[config.mk]
export PLATFORM = sky130hd
export DESIGN_NAME = lvt_write_scheduler
export DESIGN_NICKNAME = d
export VERILOG_FILES = /design/src/rtl/lvt_write_scheduler.sv
export SDC_FILE = /design/constraint.sdc
export NUM_CORES = 1
export LEC_CHECK = 0
export ABC_AREA = 1
export CORE_MARGIN = 2
export CORE_UTILIZATION = 45
export CTS_BUF_LIST = sky130_fd_sc_hd__clkbuf_4 sky130_fd_sc_hd__clkbuf_8 sky130_fd_sc_hd__clkbuf_16
export CTS_CLUSTER_SIZE = 28
export DETAILED_ROUTE_END_ITERATION = 10
export HOLD_SLACK_MARGIN = 0.1
export PLACE_DENSITY = 0.7
export RECOVER_POWER = 50
export SLEW_MARGIN = 20
export SYNTH_ARGS = -nofsm -noshare
export SYNTH_HDL_FRONTEND = slang
export SYNTH_SLANG_ARGS = --single-unit
[constraint.sdc]
create_clock -name clk -period 2.2 [get_ports clk]
set_input_delay 0.22 -clock clk [delete_from_list [all_inputs] [get_ports clk]]
set_output_delay 0.22 -clock clk [all_outputs]
set_load 0.005 [all_outputs]
[src/rtl/lvt_write_scheduler.sv]
// lvt_write_scheduler: live-value-table write scheduler that spreads writes across r BRAM banks
// and reports which bank holds the newest copy of each address.
module lvt_write_scheduler #(
    parameter int index_width = 4,
    parameter int r           = 4,
    parameter int n_bits_r    = 2,
    parameter int n_req       = 2,
    parameter int data_width  = 8
) (
    input  logic                        clk,
    input  logic                        reset,
    input  logic                        flush,
    input  logic [n_req-1:0]            req_valid,
    output logic [n_req-1:0]            req_ready,
    input  logic [n_req*index_width-1:0] req_addr,
    input  logic [n_req*data_width-1:0] req_data,
    output logic [r-1:0]                bank_we,
    output logic [index_width-1:0]      bank_addr,
    output logic [data_width-1:0]       bank_data,
    input  logic [index_width-1:0]      rd_addr,
    output logic [n_bits_r-1:0]         rd_bank,
    output logic                        rd_hit,
    output logic                        init_done
);
    localparam int depth = 2 ** index_width;
    localparam int rw    = (n_req > 1) ? $clog2(n_req) : 1;

    typedef enum logic {INIT, RUN} state_t;

    state_t                  r_state, w_state_nxt;
    logic [index_width-1:0]  r_init_ptr;
    logic [rw-1:0]           r_rr_ptr, w_gnt_idx;
    logic                    w_any, w_accept;
    logic [n_bits_r-1:0]     r_count [depth];
    logic [depth-1:0]        r_written;
    logic [index_width-1:0]  w_addr;
    logic [data_width-1:0]   w_data;
    logic [n_bits_r-1:0]     w_bank, w_bank_nxt, w_rd_count;
    logic [r-1:0]            r_bank_we;
    logic [index_width-1:0]  r_bank_addr;
    logic [data_width-1:0]   r_bank_data;
    logic [n_bits_r-1:0]     r_rd_bank;
    logic                    r_rd_hit;

    // requester index p+k folded back into 0..n_req-1
    function automatic logic [rw-1:0] wrap_idx(input logic [rw-1:0] p, input int k);
        int s;
        s = int'(p) + k;
        return rw'((s >= n_req) ? s - n_req : s);
    endfunction

    // round-robin search starting at rr_ptr; first valid requester wins
    always_comb begin
        w_any     = 1'b0;
        w_gnt_idx = '0;
        for (int k = 0; k < n_req; k++) begin
            if (!w_any && req_valid[wrap_idx(r_rr_ptr, k)]) begin
                w_any     = 1'b1;
                w_gnt_idx = wrap_idx(r_rr_ptr, k);
            end
        end
    end

    // a flush cycle swallows any request so nothing lands in a table about to be cleared
    assign w_accept   = w_any && (r_state == RUN) && !flush;
    assign req_ready  = w_accept ? (n_req'(1) << w_gnt_idx) : '0;
    assign w_addr     = req_addr[w_gnt_idx*index_width +: index_width];
    assign w_data     = req_data[w_gnt_idx*data_width +: data_width];
    assign w_bank     = r_count[w_addr];
    assign w_bank_nxt = (w_bank == n_bits_r'(r - 1)) ? '0 : w_bank + n_bits_r'(1);
    assign w_rd_count = r_count[rd_addr];

    // next state: sweep ends after the last entry, flush always sends us back to the sweep start
    always_comb begin
        w_state_nxt = (r_state == INIT) ? ((!flush && (&r_init_ptr)) ? RUN : INIT)
                                        : (flush ? INIT : RUN);
    end

    // state, sweep pointer, arbitration pointer and registered outputs
    always_ff @(posedge clk or negedge reset) begin
        if (!reset) begin
            r_state     <= INIT;
            r_init_ptr  <= '0;
            r_rr_ptr    <= '0;
            r_bank_we   <= '0;
            r_bank_addr <= '0;
            r_bank_data <= '0;
            r_rd_bank   <= '0;
            r_rd_hit    <= 1'b0;
        end else begin
            r_state     <= w_state_nxt;
            r_init_ptr  <= (r_state == INIT && !flush) ? r_init_ptr + index_width'(1) : '0;
            r_rr_ptr    <= w_accept ? wrap_idx(w_gnt_idx, 1) : r_rr_ptr;
            r_bank_we   <= w_accept ? (r'(1) << w_bank) : '0;
            r_bank_addr <= w_accept ? w_addr : r_bank_addr;
            r_bank_data <= w_accept ? w_data : r_bank_data;
            r_rd_hit    <= (r_state == RUN) && r_written[rd_addr];
            r_rd_bank   <= (r_state != RUN) ? '0 :
                           (w_rd_count == '0) ? n_bits_r'(r - 1) : w_rd_count - n_bits_r'(1);
        end
    end

    // live-value table: cleared by the sweep, bumped on every accepted write
    always_ff @(posedge clk) begin
        if (r_state == INIT) begin
            r_count[r_init_ptr]   <= '0;
            r_written[r_init_ptr] <= 1'b0;
        end else if (w_accept) begin
            r_count[w_addr]   <= w_bank_nxt;
            r_written[w_addr] <= 1'b1;
        end
    end

    assign bank_we   = r_bank_we;
    assign bank_addr = r_bank_addr;
    assign bank_data = r_bank_data;
    assign rd_bank   = r_rd_bank;
    assign rd_hit    = r_rd_hit;
    assign init_done = (r_state == RUN);
endmodule

Yosys cells after proc, flatten, opt, wreduce, memory -nomap -nowiden
Memory sizes are Yosys's and may differ from the RTL's.
Cells that the tools add are included.
{"block": "totals", "regBits": 41, "latch_bits": 0, "ram_bits": 32, "mem_bits_ro": 0, "inputBits": 33, "out_inout_bits": 22, "wordCells": 86, "memories": 1}
{"block": "classes", "addsub": 8, "multipliers": 0, "div_mod_pow": 0, "n_lt_le_gt_ge": 10, "eq_ne": 2, "shift": 4, "n_mux": 35, "n_bitwise": 4, "reduce_logical": 13}
{"name": "r_count", "words": 16, "width": 2, "read_ports": 2, "rd_ports_with_merged_regs": 0, "write_ports": 1, "line": "34", "text": "logic [n_bits_r-1:0] r_count [depth];"}
{"op": "$mux 16", "count": 2}
{"op": "$mux 1", "count": 22}
{"op": "$and 16x16->16", "count": 1}
{"op": "$not 16->16", "count": 1}
{"op": "$or 16x16->16", "count": 1}
{"op": "$shiftx 16x5->8", "count": 1}
{"op": "$lt 4x5->1 const B", "count": 3}
{"op": "$mux 4", "count": 3}
{"op": "$mux 2", "count": 5}
{"op": "$demux 1 s4", "count": 2}
{"op": "$ge 4x1->1 const B", "count": 2}
{"op": "$logic_and 1x1->1", "count": 8}
{"op": "$shiftx 8x4->4", "count": 1}
{"op": "$add 1x1->2 const B", "count": 2}
{"op": "$add 4x1->4 const B", "count": 1}
{"op": "$bmux 1 s4", "count": 1}
{"op": "$ge 2x2->1 const B", "count": 2}
{"op": "$lt 1x2->1 const B", "count": 2}
{"op": "$reduce_and 4->1", "count": 1}
{"op": "$shl 1x2->4 const A", "count": 1}
{"op": "$sub 1x1->1 const B", "count": 3}
{"op": "$add 2x1->2 const B", "count": 1}
{"op": "$eq 2x2->1 const B", "count": 1}
{"op": "$ge 1x2->1 const B", "count": 1}
{"op": "other kinds (7)", "count": 8}

Longest topological paths before layout
Gate-level depths: netlist of the first run.
{"block": "logic_depth", "ltp_word": 16, "ltp_mapped": 17, "mapped_depth_nobuf": 16}

Worst setup path before layout of the first run
OpenSTA, ideal clock, no wires.
{"block": "synth_path", "path_type": "register -> register", "from": "reg r_rr_ptr", "to": "mem r_count[0][1] (data pin)", "setup_time_ns": 0.277, "arrival_ns": 2.090, "required_ns": 1.923, "path_slack_ns": -0.167, "stages_incl_launch_ff": 17, "path_buffers": 1, "synth_period_minus_slack_ns": 2.367, "path_cell_list": "dfrtp_1 inv_1 nand2_1 nand2_4 nand2_4 nand2_2 buf_4 nand2_1 o21ai_1 nand2_1 nand2_1 nand2_1 nand2_1 nor2_1 ha_1 inv_1 nor2_1"}
{"block": "synth_between", "elab_chain_cells": 15, "word_cells_on_any_way": 29, "classes_between": "4 x add/sub; 2 x order compare; 1 x eq/ne; 1 x shift; 15 x mux; 5 x reduce/logical; 1 x memory"}
{"item": "start, declared", "line": "32", "text": "logic [rw-1:0] r_rr_ptr, w_gnt_idx;"}
{"item": "start signal, assigned", "line": "93", "text": "r_rr_ptr <= w_accept ? wrap_idx(w_gnt_idx, 1) : r_rr_ptr;"}
{"item": "parallel branches: the longest is 14 deep, another holds $ge 1x2->1"}
{"item": "$mux 2 (no source line) (*)"}
{"item": "end, declared", "line": "34"}
Every way passes the cells marked *. The select of a mux whose other input is x is not followed.

Final worst setup path of the first run
{"block": "layout_path", "from": "reg r_rr_ptr", "to": "mem r_count[15][0] (enable)"}
{"block": "layout_between", "elab_chain_cells": 15, "word_cells_on_any_way": 26, "classes_between": "3 x add/sub; 2 x order compare; 1 x shift; 15 x mux; 5 x reduce/logical"}
{"item": "$ge 1x2->1 / $sub 1x1->1 (equally long branches)", "line": "49", "text": "return rw'((s >= n_req) ? s - n_req : s);"}
{"item": "$mux 1", "line": "49"}
{"item": "$mux 1 (not written as such) (2 in a row)", "line": "57", "text": "if (!w_any && req_valid[wrap_idx(r_rr_ptr, k)]) begin"}
{"item": "$mux 1", "line": "57"}
{"item": "$logic_not 1->1", "line": "57"}
{"item": "$logic_and 1x1->1", "line": "57"}
{"item": "$mux 1", "line": "57"}
{"item": "$logic_and 1x1->1 (2 in a row)", "line": "65", "text": "assign w_accept = w_any && (r_state == RUN) && !flush;"}
{"item": "$mux 1", "line": "108", "text": "end else if (w_accept) begin"}
{"item": "$mux 1", "line": "105", "text": "if (r_state == INIT) begin"}
{"item": "$mux 1 (not written as such)", "line": "109", "text": "r_count[w_addr] <= w_bank_nxt;"}
{"item": "$reduce_or 2->1 (no source line)"}
{"item": "$mux 4 (no source line) / $mux 1 (equally long branches)"}
Several ways; a longest one is shown, not always the timed one. The select of a mux whose other input is x is not followed.

==> results of run 1 <==
-- logic make-up after synthesis --
group,count (synthesis),synth area share [%]
compound gates,89,13.01
flops,73,52.93
xor+xnor,2,0.4487
buf+inv,75,7.690
simple gates,219,23.36
fa+ha+maj,8,2.563
-- power by group through the flow --
stage,Clock (W),Combinational [W],Sequential [W]
after floorplan,0,0.000343,0.00163
after global placement,0,0.000641,0.00164
after detailed placement,0,0.000648,0.00164
after CTS,0.00103,0.000690,0.00161
after global routing,0.00109,0.000841,0.00163
final,0.00102,0.000766,0.00161
-- cell usage after synthesis, drive strengths merged --
cell	n
nand2	127
inv	60
o21ai	60
edfxtp	48
nor2	47
nand3	43
dfrtp	25
buf	13
a21oi	11
o211ai	9
ha	8
o31ai	4
o221ai	3
clkbuf	2
nand3b	1
o21bai	1
o22ai	1
or2	1
xnor2	1
xor2	1
-- registers in the layout, indices dropped and copies added, names as in the netlist --
name	cells
rd_bank	2
r_rr_ptr	1
r_init_ptr	4
rd_hit	1
bank_data	8
bank_addr	4
r_written	16
bank_we	4
init_done	1
r_count	32
-- path summary, 6_finish.rpt --
kind	from	slack [ns]	cells after the start	to
max	r_rr_ptr$_DFFE_PN0P_	0.01	11	r_count[15][0]$_DFFE_PP_
min	req_data[1]	0.43	3	bank_data[1]$_DFFE_PN0P_
max reg2reg	r_rr_ptr$_DFFE_PN0P_	0.01	11	r_count[15][0]$_DFFE_PP_
min reg2reg	bank_addr[1]$_DFFE_PN0P_	0.48	2	bank_addr[1]$_DFFE_PN0P_
max in group asynchronous	reset	0.72	2	bank_we[3]$_DFF_PN0_
min in group asynchronous	reset	0.68	2	init_done$_DFF_PN0_
-- timing repair --
item | 4_1_cts | 5_1_grt
gates cloned | 0 | 2
gates resized for setup | 19 | 31
hold buffers | 0 | 0
pin swaps | 6 | 16
setup endpoints to repair | 32 | 66
buffers inserted | 4 | 7
-- stage by stage --
step	std cells	worst slack [ns]	utilization, %
final	674	0.009957	63.85
after global routing	674	-0.1005	63.85
after CTS	670	0.001663	61.69
after detailed placement	650	-0.6668	58.19
after global placement	650	-0.6048	58.19
after floorplan	466	0.01437	-
-- final cells by class --
| type | instances | area (µm²) | area share [%] |
|---|---|---|---|
| Sequential cell | 73 | 2067 | 39.01 |
| Inverter | 60 | 227.7 | 4.298 |
| Timing Repair Buffer | 102 | 974.7 | 18.39 |
| Multi-Input combinational cell | 318 | 1705 | 32.18 |
| Tap cell | 105 | 131.4 | 2.479 |
| Clock inverter | 7 | 68.82 | 1.299 |
| Clock buffer | 9 | 123.9 | 2.338 |
-- per-layer routing --
metal | part of all wire (%) | vias to the layer above
li1 | - | 1737
met1 | 43 | 1695
met2 | 50 | 134
met3 | 5.3 | 30
met4 | 2.4 | 0
met5 | 0 | -
-- worst max-delay path, delay by kind of cell, from the launching register on --
family                 cells  cell delay (ns)
AO/OA/AOI/OAI              2             0.25
buffers and inverters      4             0.44
flip-flops                 1             0.37
AND/OR/NAND/NOR            5             0.82
==> flow_summary.rst, run 1 <==
.. list-table::
   :header-rows: 1

   * - Metric
     - Value
   * - Endpoints failing hold
     - 0
   * - Sequential share of the synthesized area
     - 52.93%
   * - I/O pin count
     - 55
   * - Synth warn
     - 0
   * - Overall via count from detail_route
     - 3596
   * - Worst Path Arrival
     - 2.23 ns
   * - Die Span Y
     - 97.16 µm
   * - Finish-stage setup viols
     - 0
   * - Cell Area, Synth
     - 3905 µm²
   * - Routed wire length per instance
     - 16.19 µm
   * - Global-route wire length before repair
     - 16800 µm
   * - Total half-perimeter wirelength after legalization and detailed placement
     - 8020 µm
   * - Vias per Instance
     - 5.335
   * - Worst Path Max Fanout
     - 6
   * - Clock group share of total power
     - 30.0%
   * - Cell type with the highest aggregate area in the netlist
     - sky130_fd_sc_hd__edfxtp_1
   * - Root buf cell
     - sky130_fd_sc_hd__clkbuf_8
   * - Synthesis-to-finish area growth
     - 35.69%
   * - Slew at the pin closest to its max-slew limit
     - 1.327 ns
   * - Die Span X
     - 97.16 µm
   * - Total number of nets in the final design
     - 605
   * - Number of core rows
     - 33
   * - Total clock buffers created by CTS
     - 9
   * - Ordered list of cells on the worst path
     - inv_2 > nand2_4 > nand2_4 > buf_6 > o21ai_4 > inv_2 > buf_4 > nand2_1 > o21ai_1 > nand3_1 > nor2_1
   * - Number of antenna violations at the first check in global routing
     - 0
   * - Worst hold-check path type
     - input pin to flop
   * - Net switching power
     - 0.0009547 W
   * - Total wire length
     - 10920 µm
   * - Std-Cell Core Area
     - 8299 µm²
   * - Static Leakage
     - 2.320 nW
   * - Clock skew
     - 0.009652 ns
   * - GRT met3 Usage
     - 4.604%
   * - Reg power frac
     - 47.5%
   * - Clock slew seen by the registers of the worst setup and hold paths
     - 0.08 ns
   * - Flip-flop and latch count after synthesis
     - 73
   * - Share of the clock period used by the worst path after layout
     - 99.55%
   * - Cell-internal power
     - 0.002444 W
   * - # diodes
     - 0
   * - Post-synth cell types
     - 29
   * - Routability cong.
     - 0.9275
   * - Design area
     - 5299 µm²
   * - Power density normalized to cell area
     - 641.3 nW/µm²
   * - Max-slew headroom at the worst pin
     - 11.54%
   * - Final routed DRC violation total
     - 0
   * - Most frequent standard cell in the layout excluding fill and tap cells
     - sky130_fd_sc_hd__nand2_1
   * - Upper clock frequency limit
     - 456.6 MHz
   * - Share of Yosys cell area claimed by the top area cell type
     - 36.91%
   * - Part of the power in combinational logic
     - 22.5%
   * - Cell at the slowest stage of the critical path
     - sky130_fd_sc_hd__dfrtp_1
   * - Crit path required time
     - 2.24 ns
   * - Power consumption
     - 0.003398 W
   * - Startpoint type of the worst setup path
     - flop
   * - Level count of the clock H-tree
     - 3
   * - CTS tree
     - built
   * - Global routing usage on met2
     - 38.35%
   * - Number of maximum-capacitance violations
     - 0
   * - Post-placement cell area
     - 4830 µm²
   * - Share of cells above drive strength 1
     - 19.86%
   * - Mean post-synth cell area
     - 8.380 µm²
   * - Die area
     - 9439 µm²
   * - Sink count of the clock tree
     - 73
   * - Commonest non-fill, non-tap cells in the layout
     - 116 x sky130_fd_sc_hd__nand2_1, 52 x sky130_fd_sc_hd__inv_1, 51 x sky130_fd_sc_hd__clkdlybuf4s50_1
   * - Status
     - finished, final reports clean
   * - GR peak layer
     - met2
   * - Top area cells in the synthesized netlist
     - sky130_fd_sc_hd__edfxtp_1 37%, sky130_fd_sc_hd__dfrtp_1 16%, sky130_fd_sc_hd__nand2_1 12%
   * - Number of buffers on the longest clock path
     - 2
   * - Initial Util
     - 47.05%
   * - Number of detailed-routing iterations run before antenna repair
     - 5
   * - Worst path max stage delay
     - 0.37 ns
   * - Antenna-violating nets left
     - 0
   * - Classification of the worst setup path
     - flop to flop
   * - PortBufs
     - 54
   * - Met1 routing resource usage after global routing
     - 28.44%
   * - Worst voltage drop across the vdd grid
     - 0.0003541 V
   * - Synth Net Count
     - 507
   * - Final Max Slew Viols
     - 0
   * - Filler cell count in the final layout
     - 645
   * - Synthesized instance count
     - 466
   * - Worst-Skew Late Latency
     - 0.35 ns
   * - Pin count of the biggest net entering global routing
     - 30
   * - Worst hold slack
     - 0.4301 ns
   * - Shortest clock period the worst path allows after layout
     - 2.190 ns
   * - Kind of end point of the critical path
     - flop
   * - RSZ-0062 raised after global routing
     - true
   * - Total global routing overflow
     - 0
   * - Number of global-route vias before repair
     - 3395
   * - DR iter-0 viols
     - 252
   * - Total global-route track usage
     - 22.49%
   * - Fin Setup TNS
     - 0 ns
   * - Sw frac
     - 28.09%
Note: power is estimated with default switching activity, not from simulation.
==> run 2, diff against run 1 <==
==> constraint.sdc (replaced) <==
create_clock -name clk -period 2.2 [get_ports clk]
set_input_delay 0.55 -clock clk [delete_from_list [all_inputs] [get_ports clk]]
set_output_delay 0.55 -clock clk [all_outputs]
set_load 0.005 [all_outputs]
==> run 2 against run 1 <==
Against the previous run: the flow now finishes with violations (setup timing); worst setup slack worse by 0.019 ns; wire length increased by 2.6%; critical path depth unchanged; register-to-register slack barely moved; flip-flop and latch count unchanged; combinational power up 2.7%; design area rose by 1.0%; highest routed layer unchanged; total power increased by 1.8%; via count grew 1.4%; count of clock-buffer cells in the layout rose by 2; global-route usage rose by 1.2 points.
==> flow_summary.rst, run 2 (synthesis results as in run 1) <==
.. list-table::
   :header-rows: 1

   * - Metric
     - Value
   * - Status
     - complete, but fails checks
   * - Violated checks
     - setup timing
   * - Number of global-route vias before repair
     - 3647 (+7.4%)
   * - Flip-flop count of the largest register after layout
     - 32 (unchanged)
   * - Final routed DRC violation total
     - 0 (unchanged)
   * - Number of buffers inserted for hold repair after clock tree synthesis
     - 0 (unchanged)
   * - Final Max Slew Viols
     - 0 (unchanged)
   * - Power consumption
     - 0.003461 W (+1.8%)
   * - # diodes
     - 0 (unchanged)
   * - Net switching power
     - 0.0009609 W (+0.64%)
   * - Worst Hold Depth
     - 2 (-1)
   * - Sink count of the clock tree
     - 73 (unchanged)
   * - Vias per Instance
     - 5.329 (-0.12%)
   * - Part of the power in combinational logic
     - 22.7% (+0.2 points)
   * - Die area
     - 9439 µm² (unchanged)
   * - Classification of the worst setup path
     - input pin to flop
   * - Routability cong.
     - 0.9074 (-2.2%)
   * - Worst path max stage delay
     - 0.40 ns (+0.03 ns)
   * - PortBufs
     - 54 (unchanged)
   * - Worst hold slack
     - 0.4866 ns (+0.05657 ns)
   * - Reg2Reg Launch Point
     - r_rr_ptr$_DFFE_PN0P_
   * - Worst reg2reg path depth
     - 12 (+1)
   * - Synthesis-to-finish area growth
     - 37.07%
   * - CTS tree
     - built
   * - Worst setup timing slack at the placement stage
     - -0.8381 ns (-0.1713 ns)
   * - Share of the clock period used by the worst path after layout
     - 100.4% (+0.86 points)
   * - Worst Path Max Fanout
     - 4 (-2)
   * - Clock skew
     - 0.006398 ns (-0.003254 ns)
   * - I/O pin count
     - 55 (unchanged)
   * - Least setup slack across all paths after layout
     - -0.008936 ns (-0.01889 ns)
   * - Max-slew headroom at the worst pin
     - 56.65% (+45 points)
   * - Number of detailed-routing iterations run before antenna repair
     - 6 (+1)
   * - Global-route wire length before repair
     - 17700 µm (+5.3%)
   * - Worst-Skew Late Latency
     - 0.35 ns (about the same)
   * - Die Span X
     - 97.16 µm (unchanged)
   * - Pin count of the biggest net entering global routing
     - 37 (+23%)
   * - Share of cells above drive strength 1
     - 21.93% (+2.1 points)
   * - Clock slew seen by the registers of the worst setup and hold paths
     - 0.07 ns (about the same)
   * - Cell-internal power
     - 0.002500 W (+2.3%)
   * - Total half-perimeter wirelength after legalization and detailed placement
     - 8223 µm (+2.5%)
   * - Level count of the clock H-tree
     - 3 (unchanged)
   * - Finish-stage setup viols
     - 4 (+4)
   * - Most frequent standard cell in the layout excluding fill and tap cells
     - sky130_fd_sc_hd__nand2_1
   * - Power density normalized to cell area
     - 646.6 nW/µm² (+0.83%)
   * - Total number of nets in the final design
     - 615 (+1.7%)
   * - Slew at the pin closest to its max-slew limit
     - 0.6503 ns (-0.6766 ns)
   * - Total clock buffers created by CTS
     - 9 (unchanged)
   * - Post-placement cell area
     - 4887 µm² (+1.2%)
   * - Sw frac
     - 27.76% (-0.33 points)
   * - Upper clock frequency limit
     - 452.7 MHz (-0.86%)
   * - Fin Setup TNS
     - -0.02551 ns (-0.02551 ns)
   * - Antenna-violating nets left
     - 0 (unchanged)
   * - Hold Startpoint
     - bank_addr[1]$_DFFE_PN0P_
   * - Number of antenna violations at the first check in global routing
     - 0 (unchanged)
   * - Ordered list of cells on the worst path
     - clkdlybuf4s50_1 > inv_1 > nand2_1 > o21ai_1 > inv_2 > buf_4 > nand2_1 > o21ai_1 > inv_2 > nand3_1 > nor2_1
   * - Total global-route track usage
     - 23.69% (+1.2 points)
   * - Number of buffers on the longest clock path
     - 2 (unchanged)
   * - Commonest non-fill, non-tap cells in the layout
     - 116 x sky130_fd_sc_hd__nand2_1, 51 x sky130_fd_sc_hd__inv_1, 48 x sky130_fd_sc_hd__edfxtp_1
   * - Static Leakage
     - 2.376 nW (+2.4%)
   * - Number of core rows
     - 33 (unchanged)
   * - Overall via count from detail_route
     - 3645 (+1.4%)
   * - Shortest clock period the worst path allows after layout
     - 2.209 ns (+0.01889 ns)
   * - Worst hold-check path type
     - flop to flop
   * - Register containing the most flip-flops in the final layout
     - r_count
   * - Clock group share of total power
     - 30.7% (+0.7 points)
   * - DR iter-0 viols
     - 305 (+21%)
   * - Design area
     - 5353 µm² (+1.0%)
   * - Worst Path Arrival
     - 2.26 ns (+0.03 ns)
   * - Endpoints failing hold
     - 0 (unchanged)
   * - Startpoint type of the worst setup path
     - input pin
   * - Number of maximum-capacitance violations
     - 0 (unchanged)
   * - Std-Cell Core Area
     - 8299 µm² (unchanged)
   * - Initial Util
     - 47.05% (unchanged)
   * - Die Span Y
     - 97.16 µm (unchanged)
   * - RSZ-0062 raised after global routing
     - true
   * - Root buf cell
     - sky130_fd_sc_hd__clkbuf_8
   * - Total global routing overflow
     - 0 (unchanged)
   * - Total wire length
     - 11200 µm (+2.6%)
   * - Cell at the slowest stage of the critical path
     - sky130_fd_sc_hd__clkdlybuf4s50_1
   * - Reg power frac
     - 46.6% (-0.9 points)
   * - Kind of end point of the critical path
     - flop
   * - Worst voltage drop across the vdd grid
     - 0.0004255 V (+20%)
   * - Crit path required time
     - 2.25 ns (about the same)
   * - First element of the critical path
     - req_addr[3]
   * - Routed wire length per instance
     - 16.38 µm (+1.1%)
## run 2: what timing repair did
action                                  in CTS  in global routing
endpoints found under the hold margin        0                  0
resized for setup                           35                 30
endpoints found under the setup margin      70                 65
pin swaps                                   10                 16
buffers inserted                             9                  2
cloned                                       3                  0
## run 2: final cells by class
cell class	count	area [µm²]
Clock inverter	5	55.05
Sequential cell	73	2067
Timing Repair Buffer	110	1003
Multi-Input combinational cell	320	1723
Inverter	60	227.7
Clock buffer	11	145.1
Tap cell	105	131.4
Fill cell	668	2947
## run 2: path summary, 6_finish.rpt
kind                                             to  slack [ns]
max reg2reg                 r_count[5][1]$_DFFE_PP_        0.01
max                         r_count[5][1]$_DFFE_PP_      -0.009
max in group asynchronous  bank_addr[3]$_DFFE_PN0P_        1.03
min                        bank_addr[1]$_DFFE_PN0P_        0.49
min in group asynchronous       init_done$_DFF_PN0_        0.74
min reg2reg                bank_addr[1]$_DFFE_PN0P_        0.49
## run 2: power groups by stage
| stage | Combinational, W | Sequential, W | Clock [W] |
|---|---|---|---|
| final | 0.000787 | 0.00161 | 0.00106 |
| after global routing | 0.000863 | 0.00162 | 0.00113 |
| after CTS | 0.000749 | 0.00161 | 0.00108 |
| after detailed placement | 0.000657 | 0.00164 | 0 |
| after global placement | 0.000642 | 0.00164 | 0 |
| after floorplan | 0.000349 | 0.00163 | 0 |
## run 2: metal layers
| metal | vias to the layer above | track usage (%) | share of wire (%) |
|---|---|---|---|
| met3 | 37 | 3.597 | 5.3 |
| li1 | 1758 | - | - |
| met5 | - | 0 | 0 |
| met4 | 0 | 11.70 | 3.2 |
| met2 | 148 | 40.60 | 49 |
| met1 | 1702 | 29.16 | 42 |
## run 2: stage by stage
step | utilization, % | cells
final | 64.50 | 684
after detailed placement | 58.89 | 655
after CTS | 63.49 | 683
after global routing | 64.50 | 684
after floorplan | - | 466
after global placement | 58.89 | 655
## run 2: worst max-delay path, delay by kind of cell
family / cells / cell delay (ns)
buffers and inverters: 5 / 0.79
AO/OA/AOI/OAI: 2 / 0.32
AND/OR/NAND/NOR: 4 / 0.60
